$ cat src/rtl/klp32_pkg.sv
// klp32_pkg: shared types and constants for the KLP32V1 program loader.
// Contents: loader FSM state enum, frame sync byte, count width and the
// instruction-memory word-address helper.
// Optional feature macro: IMEM_LOADER_CHECKSUM_EN adds the CHK state.
package klp32_pkg;

   localparam logic [7:0]  LOADER_SYNC_BYTE = 8'hA5;
   localparam int unsigned LOADER_CNT_W     = 16;

   typedef enum logic [2:0] {
      ST_IDLE = 3'd0,
      ST_LEN0 = 3'd1,
      ST_LEN1 = 3'd2,
      ST_DATA = 3'd3,
`ifdef IMEM_LOADER_CHECKSUM_EN
      ST_CHK  = 3'd4,
`endif
      ST_DONE = 3'd5,
      ST_ERR  = 3'd6
   } loader_state_t;

   // Byte address of word 'idx' relative to 'base', wrapping modulo 2^32.
   function automatic logic [31:0] word_addr(input logic [31:0] base,
                                             input logic [LOADER_CNT_W-1:0] idx);
      return base + {14'h0000, idx, 2'b00};
   endfunction

endpackage

$ cat src/rtl/imem_loader_if.sv
// imem_loader_if: valid/ready byte stream feeding the program loader.
// Signals: in_valid (byte present), in_data (stream byte), in_ready (sink
// accepts). master = byte source, slave = loader.
interface imem_loader_if;

   logic       in_valid;
   logic [7:0] in_data;
   logic       in_ready;

   modport master (output in_valid, output in_data, input in_ready);
   modport slave  (input in_valid, input in_data, output in_ready);

endinterface

$ cat src/rtl/imem_loader.sv
// imem_loader: framed byte-stream loader for the KLP32V1 instruction memory.
// Frame: 0xA5, N[7:0], N[15:8], N x 4 little-endian data bytes, and an XOR
// checksum byte when IMEM_LOADER_CHECKSUM_EN is defined.
// Ports:
//   clk, reset        clock, synchronous active-high reset
//   in_if (slave)     byte stream in_valid/in_data/in_ready
//   o_imem_we/addr/wdata  single-cycle instruction-memory write port
//   o_cpu_hold        core reset; high until a valid image is loaded
//   o_done, o_error   last frame completed / sticky frame error
//   o_words_loaded    words written in the current or last frame
// Optional feature macro: IMEM_LOADER_CHECKSUM_EN.
module imem_loader
   import klp32_pkg::*;
#(
   parameter int unsigned DEPTH     = 256,
   parameter logic [31:0] BASE_ADDR = 32'h0000_0000
) (
   input  logic                    clk,
   input  logic                    reset,
   imem_loader_if.slave            in_if,
   output logic                    o_imem_we,
   output logic [31:0]             o_imem_addr,
   output logic [31:0]             o_imem_wdata,
   output logic                    o_cpu_hold,
   output logic                    o_done,
   output logic                    o_error,
   output logic [LOADER_CNT_W-1:0] o_words_loaded
);

   loader_state_t            state_q;
   logic [LOADER_CNT_W-1:0]  cnt_q;
   logic [LOADER_CNT_W-1:0]  idx_q;
   logic [1:0]               bcnt_q;
   logic [23:0]              word_q;
   logic                     ready_q;
   logic                     we_q;
   logic [31:0]              addr_q;
   logic [31:0]              wdata_q;
   logic                     hold_q;
   logic                     done_q;
   logic                     error_q;
   logic [LOADER_CNT_W-1:0]  wl_q;
`ifdef IMEM_LOADER_CHECKSUM_EN
   logic [7:0]               csum_q;
`endif

   logic                    xfer;
   logic [LOADER_CNT_W-1:0] len_d;
   logic [31:0]             word_d;
   logic                    last_word;

   assign xfer      = in_if.in_valid & ready_q;
   assign len_d     = {in_if.in_data, cnt_q[7:0]};
   // Newest byte enters at the top, so after four bytes byte 0 sits in [7:0].
   assign word_d    = {in_if.in_data, word_q};
   assign last_word = (idx_q == (cnt_q - LOADER_CNT_W'(1)));

   // Loader FSM with registered outputs.
   always_ff @(posedge clk) begin
      if (reset) begin
         state_q <= ST_IDLE;
         cnt_q   <= '0;
         idx_q   <= '0;
         bcnt_q  <= '0;
         word_q  <= '0;
         ready_q <= 1'b0;
         we_q    <= 1'b0;
         addr_q  <= BASE_ADDR;
         wdata_q <= '0;
         hold_q  <= 1'b1;
         done_q  <= 1'b0;
         error_q <= 1'b0;
         wl_q    <= '0;
`ifdef IMEM_LOADER_CHECKSUM_EN
         csum_q  <= '0;
`endif
      end else begin
         ready_q <= 1'b1;
         we_q    <= 1'b0;
         if (xfer) begin
            case (state_q)
               ST_IDLE, ST_DONE: begin
                  if (in_if.in_data == LOADER_SYNC_BYTE) begin
                     state_q <= ST_LEN0;
                     done_q  <= 1'b0;
                     hold_q  <= 1'b1;
                     wl_q    <= '0;
`ifdef IMEM_LOADER_CHECKSUM_EN
                     csum_q  <= '0;
`endif
                  end
               end
               ST_LEN0: begin
                  cnt_q   <= {8'h00, in_if.in_data};
                  state_q <= ST_LEN1;
               end
               ST_LEN1: begin
                  cnt_q  <= len_d;
                  idx_q  <= '0;
                  bcnt_q <= '0;
                  if ({16'h0000, len_d} > DEPTH) begin
                     state_q <= ST_ERR;
                     error_q <= 1'b1;
                  end else if (len_d == '0) begin
`ifdef IMEM_LOADER_CHECKSUM_EN
                     state_q <= ST_CHK;
`else
                     state_q <= ST_DONE;
                     done_q  <= 1'b1;
                     hold_q  <= 1'b0;
`endif
                  end else begin
                     state_q <= ST_DATA;
                  end
               end
               ST_DATA: begin
                  word_q <= word_d[31:8];
                  bcnt_q <= bcnt_q + 2'd1;
`ifdef IMEM_LOADER_CHECKSUM_EN
                  csum_q <= csum_q ^ in_if.in_data;
`endif
                  if (bcnt_q == 2'd3) begin
                     we_q    <= 1'b1;
                     addr_q  <= word_addr(BASE_ADDR, idx_q);
                     wdata_q <= word_d;
                     idx_q   <= idx_q + LOADER_CNT_W'(1);
                     wl_q    <= idx_q + LOADER_CNT_W'(1);
                     if (last_word) begin
`ifdef IMEM_LOADER_CHECKSUM_EN
                        state_q <= ST_CHK;
`else
                        state_q <= ST_DONE;
                        done_q  <= 1'b1;
                        hold_q  <= 1'b0;
`endif
                     end
                  end
               end
`ifdef IMEM_LOADER_CHECKSUM_EN
               ST_CHK: begin
                  if (in_if.in_data == csum_q) begin
                     state_q <= ST_DONE;
                     done_q  <= 1'b1;
                     hold_q  <= 1'b0;
                  end else begin
                     state_q <= ST_ERR;
                     error_q <= 1'b1;
                  end
               end
`endif
               ST_ERR: begin
                  // Sticky: bytes are swallowed until reset.
                  state_q <= ST_ERR;
               end
               default: state_q <= ST_IDLE;
            endcase
         end
      end
   end

   assign in_if.in_ready  = ready_q;
   assign o_imem_we       = we_q;
   assign o_imem_addr     = addr_q;
   assign o_imem_wdata    = wdata_q;
   assign o_cpu_hold      = hold_q;
   assign o_done          = done_q;
   assign o_error         = error_q;
   assign o_words_loaded  = wl_q;

endmodule

$ cat src/flat_wrapper.sv
// flat-port wrapper written by rule: the top's interface ports become plain ports
module imem_loader_flat import klp32_pkg::*;
#(
   parameter int unsigned DEPTH     = 256,
   parameter logic [31:0] BASE_ADDR = 32'h0000_0000
)
  (clk, reset, o_imem_we, o_imem_addr, o_imem_wdata, o_cpu_hold, o_done, o_error, o_words_loaded, in_if_in_valid, in_if_in_data, in_if_in_ready);
  imem_loader_if in_if_i ();
  input  logic clk;
  input  logic reset;
  output logic o_imem_we;
  output logic [31:0] o_imem_addr;
  output logic [31:0] o_imem_wdata;
  output logic o_cpu_hold;
  output logic o_done;
  output logic o_error;
  output logic [LOADER_CNT_W-1:0] o_words_loaded;
  input wire logic [$bits(in_if_i.in_valid)-1:0] in_if_in_valid;
  input wire logic [$bits(in_if_i.in_data)-1:0] in_if_in_data;
  output wire logic [$bits(in_if_i.in_ready)-1:0] in_if_in_ready;
  assign in_if_i.in_valid = in_if_in_valid;
  assign in_if_i.in_data = in_if_in_data;
  assign in_if_in_ready = in_if_i.in_ready;
  imem_loader #(.DEPTH(DEPTH), .BASE_ADDR(BASE_ADDR)) u_core (.clk(clk), .reset(reset), .in_if(in_if_i), .o_imem_we(o_imem_we), .o_imem_addr(o_imem_addr), .o_imem_wdata(o_imem_wdata), .o_cpu_hold(o_cpu_hold), .o_done(o_done), .o_error(o_error), .o_words_loaded(o_words_loaded));
endmodule
$ cat config.mk
export PLATFORM = sky130hd
export DESIGN_NAME = imem_loader_flat
export DESIGN_NICKNAME = d
export VERILOG_FILES = /design/src/rtl/klp32_pkg.sv /design/src/rtl/imem_loader_if.sv /design/src/rtl/imem_loader.sv /design/src/flat_wrapper.sv
export SDC_FILE = /design/constraint.sdc
export NUM_CORES = 1
export LEC_CHECK = 0
export BUFFER_PORTS_ARGS = -buffer_cell sky130_fd_sc_hd__buf_2
export CAP_MARGIN = 20
export CORE_MARGIN = 2
export CORE_UTILIZATION = 47
export DETAILED_ROUTE_END_ITERATION = 7
export GPL_TIMING_DRIVEN = 0
export PLACE_DENSITY = 0.67
export SYNTH_ARGS = -nofsm -noshare
export SYNTH_HDL_FRONTEND = slang
export SYNTH_SLANG_ARGS = --single-unit
export TNS_END_PERCENT = 10
$ cat constraint.sdc
create_clock -name clk -period 2.54 [get_ports clk]
set_input_delay 0.508 -clock clk [delete_from_list [all_inputs] [get_ports clk]]
set_output_delay 0.508 -clock clk [all_outputs]
set_load 0.03 [all_outputs]
; After elaboration in Yosys (flattened, before gate mapping)
; Index checks and enable logic that the tools add are counted.
[word_totals]
ff_bits = 130
out_inout_bits = 85
elab_cells = 79
[op_classes]
add_sub_neg = 3
magnitude_cmp = 1
n_eq_ne = 13
muxes = 26
bitwise = 4
n_reduce_logical = 18
[op_table]
columns = operator, count
row1 = 16-bit case mux with 2 select lines, 3
row2 = 16-bit two-way mux, 2
row3 = "16-bit by 1-bit adder with 16-bit output, second input constant", 1
row4 = 16-bit == test, 1
row5 = "16-bit by 9-bit > comparator with 1-bit output, second input constant", 1
row6 = 16-bit zero test, 1
row7 = "16-bit by 1-bit subtractor with 16-bit output, second input constant", 1
row8 = 3-bit two-way mux, 5
row9 = 3-bit case mux with 5 select lines, 1
row10 = 1-bit two-way mux, 12
row11 = 3-bit AND reduction, 4
row12 = "8-bit == test, second input constant", 1
row13 = "2-bit by 1-bit != test with 1-bit output, second input constant", 4
row14 = 4-bit AND reduction, 2
row15 = 7-bit AND reduction, 1
row16 = "3-bit by 2-bit == test with 1-bit output, second input constant", 2
row17 = "3-bit == test, second input constant", 2
row18 = 1-bit case mux with 3 select lines, 2
row19 = 2-bit AND reduction, 3
row20 = 2-bit nonzero test, 3
row21 = 2-bit case mux with 2 select lines, 1
row22 = "3-bit by 1-bit == test with 1-bit output, second input constant", 1
row23 = 3-bit zero test, 1
row24 = 1-bit inverter, 3
row25 = 7 further kinds, 7

; Longest topological paths before layout
[logic_depth]
depth_word = 5
depth_mapped = 8
ltp_nobuf = 8

; Worst setup path before layout
; No wires, ideal clock.
[synth_timing]
path_kind = input to register
from = input port in_if_in_data[1]
to = register u_core.state_q[0]
arrival_time_ps = 2074
required_ps = 2437
path_slack_ps = 362
cell_stages = 6
n_path_buf = 0
cell_sequence = or4_4 -> or4_4 -> a21o_1 -> nand2_1 -> a21oi_1 -> a2111oi_2
[synth_between]
elab_chain_len = 3
[synth_rtl]
columns = element, line_no
row1 = start: declaration, flat_wrapper.sv:19  ; input wire logic [$bits(in_if_i.in_data)-1:0] in_if_in_data;
row2 = 16-bit by 9-bit > comparator with 1-bit output / 8-bit == test (equally long branches), "imem_loader.sv:101, imem_loader.sv:83"
row3 = 3-bit two-way mux / 2-bit by 1-bit != test with 1-bit output (equally long branches), n/a
row4 = 3-bit case mux with 5 select lines / 4-bit AND reduction (equally long branches), n/a
row5 = end signal: assignment, imem_loader.sv:84  ; state_q <= ST_LEN0;
row6 = end signal: assignment, imem_loader.sv:102  ; state_q <= ST_ERR;
row7 = end signal: assignment, imem_loader.sv:108  ; state_q <= ST_DONE;
row8 = end: declaration, imem_loader.sv:30  ; loader_state_t state_q;
; Several ways; a longest one is shown, not always the timed one.
; A chain may end at the register's enable or synchronous reset.

; Worst setup path in the final report
[layout_timing]
from = register u_core.cnt_q[5]
to = register u_core.state_q[2]
[layout_between]
elab_chain_len = 4
[layout_rtl]
columns = element, line_no
row1 = start: declaration, imem_loader.sv:31  ; logic [LOADER_CNT_W-1:0] cnt_q;
row2 = start signal: assignment, imem_loader.sv:94  ; cnt_q <= {8'h00, in_if.in_data};
row3 = start signal: assignment, imem_loader.sv:98  ; cnt_q <= len_d;
row4 = 16-bit by 1-bit subtractor with 16-bit output / 16-bit zero test (equally long branches), "imem_loader.sv:56, imem_loader.sv:104"
row5 = 16-bit == test / 3-bit two-way mux (equally long branches), "imem_loader.sv:56, imem_loader.sv:104"
row6 = 2-bit by 1-bit != test with 1-bit output (no source line) / 3-bit two-way mux (equally long branches), n/a
row7 = 4-bit AND reduction (no source line) / 3-bit case mux with 5 select lines (equally long branches), n/a
row8 = end signal: assignment, imem_loader.sv:61  ; state_q <= ST_IDLE;
row9 = end signal: assignment, imem_loader.sv:84
row10 = end signal: assignment, imem_loader.sv:95  ; state_q <= ST_LEN1;
; Several ways; a longest one is shown, not always the timed one.

==> run metrics <==
Async SR Flop Fraction 0%; Least-Margin Pin Slew 831 ps; clk_lat worst skew 430 ps; Core Region 12100 µm²; Detailed Routing Iterations Pass 1 5; clk_skew 6.83 ps; Post-DP HPWL 11900 µm; CTS H-tree lvls 4; synth-to-layout area growth 24.2%; ant diodes 0; CTS hold repair buffers 0; crit start category register; post-route ant nets 0; Vias/cell 5.39; Synth top area share 44.6%; Hold WC Path Type in2reg; Max Clock Freq 0.404 GHz; Setup violations, final 0; Max IR drop VDD 0.000369 V; Final Hold Slack 405 ps; Avg WL per Cell 15.6 µm; initial antenna violation count 0; status finished, final reports clean; clock slew at reported path FFs 60 ps; CTS sink count 130; RePlAce Congestion 0.921; cts bufs inserted 17; total power per unit cell area 664 nW/µm²; final design utilization 60.1%; CP Class reg2reg; total gr overflow 0; Die Area 13300 µm²; Tot Pwr 4.81 mW; fraction of layout cells with a size suffix above 1 18.1%; CTS Buffer Depth 2; Mapped Area 5840 µm²; post-synth top area cell dfxtp_1; most frequent cells in the layout nand2_1, dfxtp_1, a21oi_1; Root Buffer clkbuf_16; Final Hold Viols 0; WP data required 2860 ps; Remaining DRCs 0; sequential fraction of the synthesis area 44.6%; critical path arrival 2790 ps; PortBufs 78; CTS tree done; Core Rows 40; top post-synthesis cells by area dfxtp_1, nand2_1, a21oi_1, xnor2_1, nor2_1; crit path capture type register; synthesized netlist cell count 754; commonest non-fill, non-tap cell in the layout nand2_1; crit share post-route 97.6%; largest net degree at the start of global routing 17; Synth warnings 0; nets@finish 883; IO Pins 96; vias in the first global route 5278; Setup TNS Final 0 ps; CP Max Fanout 10; Starting Density 48.4%; leakage power 2.81 nW; total routed wirelength 16300 µm; Tmin final 2480 ps; GR Util All Layers 25.3%; total number of vias 5646; global-route wire length before repair 26100 µm; synthesized area per cell 7.74 µm²; Die Y 115 µm; Die Width 115 µm; ys flop type dfxtp_1; max-slew violations 0; post-synth cell types 58; Initial DRC Count 406; number of synthesized flops with an enable pin 0; Synth Register Bits 130; slew margin rel. 44.1%; MaxCap Viol Count 0
-- worst paths after layout --
check                      startpoint                       end  slack [ps]  cells past startpoint
max                   u_core.cnt_q[5]         u_core.state_q[2]          60                      8
min                  in_if_in_data[4]   u_core.o_imem_wdata[28]         400                      3
max reg2reg           u_core.cnt_q[5]         u_core.state_q[2]          60                      8
min reg2reg  u_core.o_words_loaded[2]  u_core.o_words_loaded[2]         440                      2
-- layer usage --
metal	up-vias	track usage [%]	routed length, µm
met5	-	0	0
met4	0	10.0	411
met3	39	6.17	1070
met2	219	41.1	7850
met1	2629	32.4	7010
li1	2759	-	-
-- synthesized netlist by cell type (all sizes together) (4+ instances only) --
| cell type | count |
|---|---|
| nor4 | 8 |
| or2 | 4 |
| a22oi | 8 |
| nor2 | 46 |
| nand4 | 7 |
| or3 | 10 |
| or4 | 5 |
| nand3 | 18 |
| ha | 4 |
| dfxtp | 130 |
| nand2 | 193 |
| a21oi | 117 |
| xnor2 | 26 |
| clkbuf | 37 |
| xor2 | 7 |
| o21ai | 15 |
| buf | 31 |
| nor2b | 11 |
| a31oi | 11 |
| nor4b | 4 |
| nor3 | 11 |
| inv | 10 |
| and3 | 4 |
-- where the power goes --
part	switching (mW)	internal, mW	total, mW
sequential	0.00117	2.04	2.04
clock	0.927	1.70	2.62
combinational	0.109	0.0356	0.144
-- critical path: stages (launching register included) --
cell and delay, ps:
dfxtp_1 290, buf_2 170, nor4_2 460, nand3_1 220, a41o_1 300, nor4b_2 440, nor4_4 90, buf_4 180
o211a_1 210
-- per-stage QoR --
step	instance area [µm²]	instances	setup WS [ps]
finish	7250	1048	62.2
global route	7250	1048	-11.1
CTS	7160	1045	4.81
detailed placement	6490	1015	-323
global placement	6490	1015	-336
floorplan	5890	769	362
-- kinds of logic after synthesis --
group | Yosys count | share of synthesized area [%]
flip-flops | 130 | 44.6
AO/OA/AOI/OAI | 173 | 17.0
buffers and inverters | 78 | 6.19
XOR/XNOR | 33 | 4.95
AND/OR/NAND/NOR | 335 | 26.4
other | 1 | 0.0642
adder cells (fa/ha/maj) | 4 | 0.857
-- state kept, by name, indices dropped and copies added, names as in the netlist, 2 cells and up --
name	cells
u_core.word_q	24
u_core.state_q	3
u_core.o_imem_wdata	32
u_core.idx_q	16
u_core.o_imem_addr	16
u_core.o_words_loaded	16
u_core.cnt_q	16
u_core.bcnt_q	2
-- repair_timing --
item,4_1_cts,5_1_grt
setup buffers,0,3
pin swaps,1,4
gates resized for setup,6,10
setup endpoints to repair,78,80
-- final cells by class --
cell class,instances,area [µm²]
plain buffers,67,320
clock buffers,20,457
clock inverters,11,178
fillers,1127,4810
inverters,10,37.5
multi-input cells,561,3030
flip-flops and latches,130,2600
well taps,168,210
repair buffers,81,413
No activity file was read; power rests on OpenSTA's default activity.
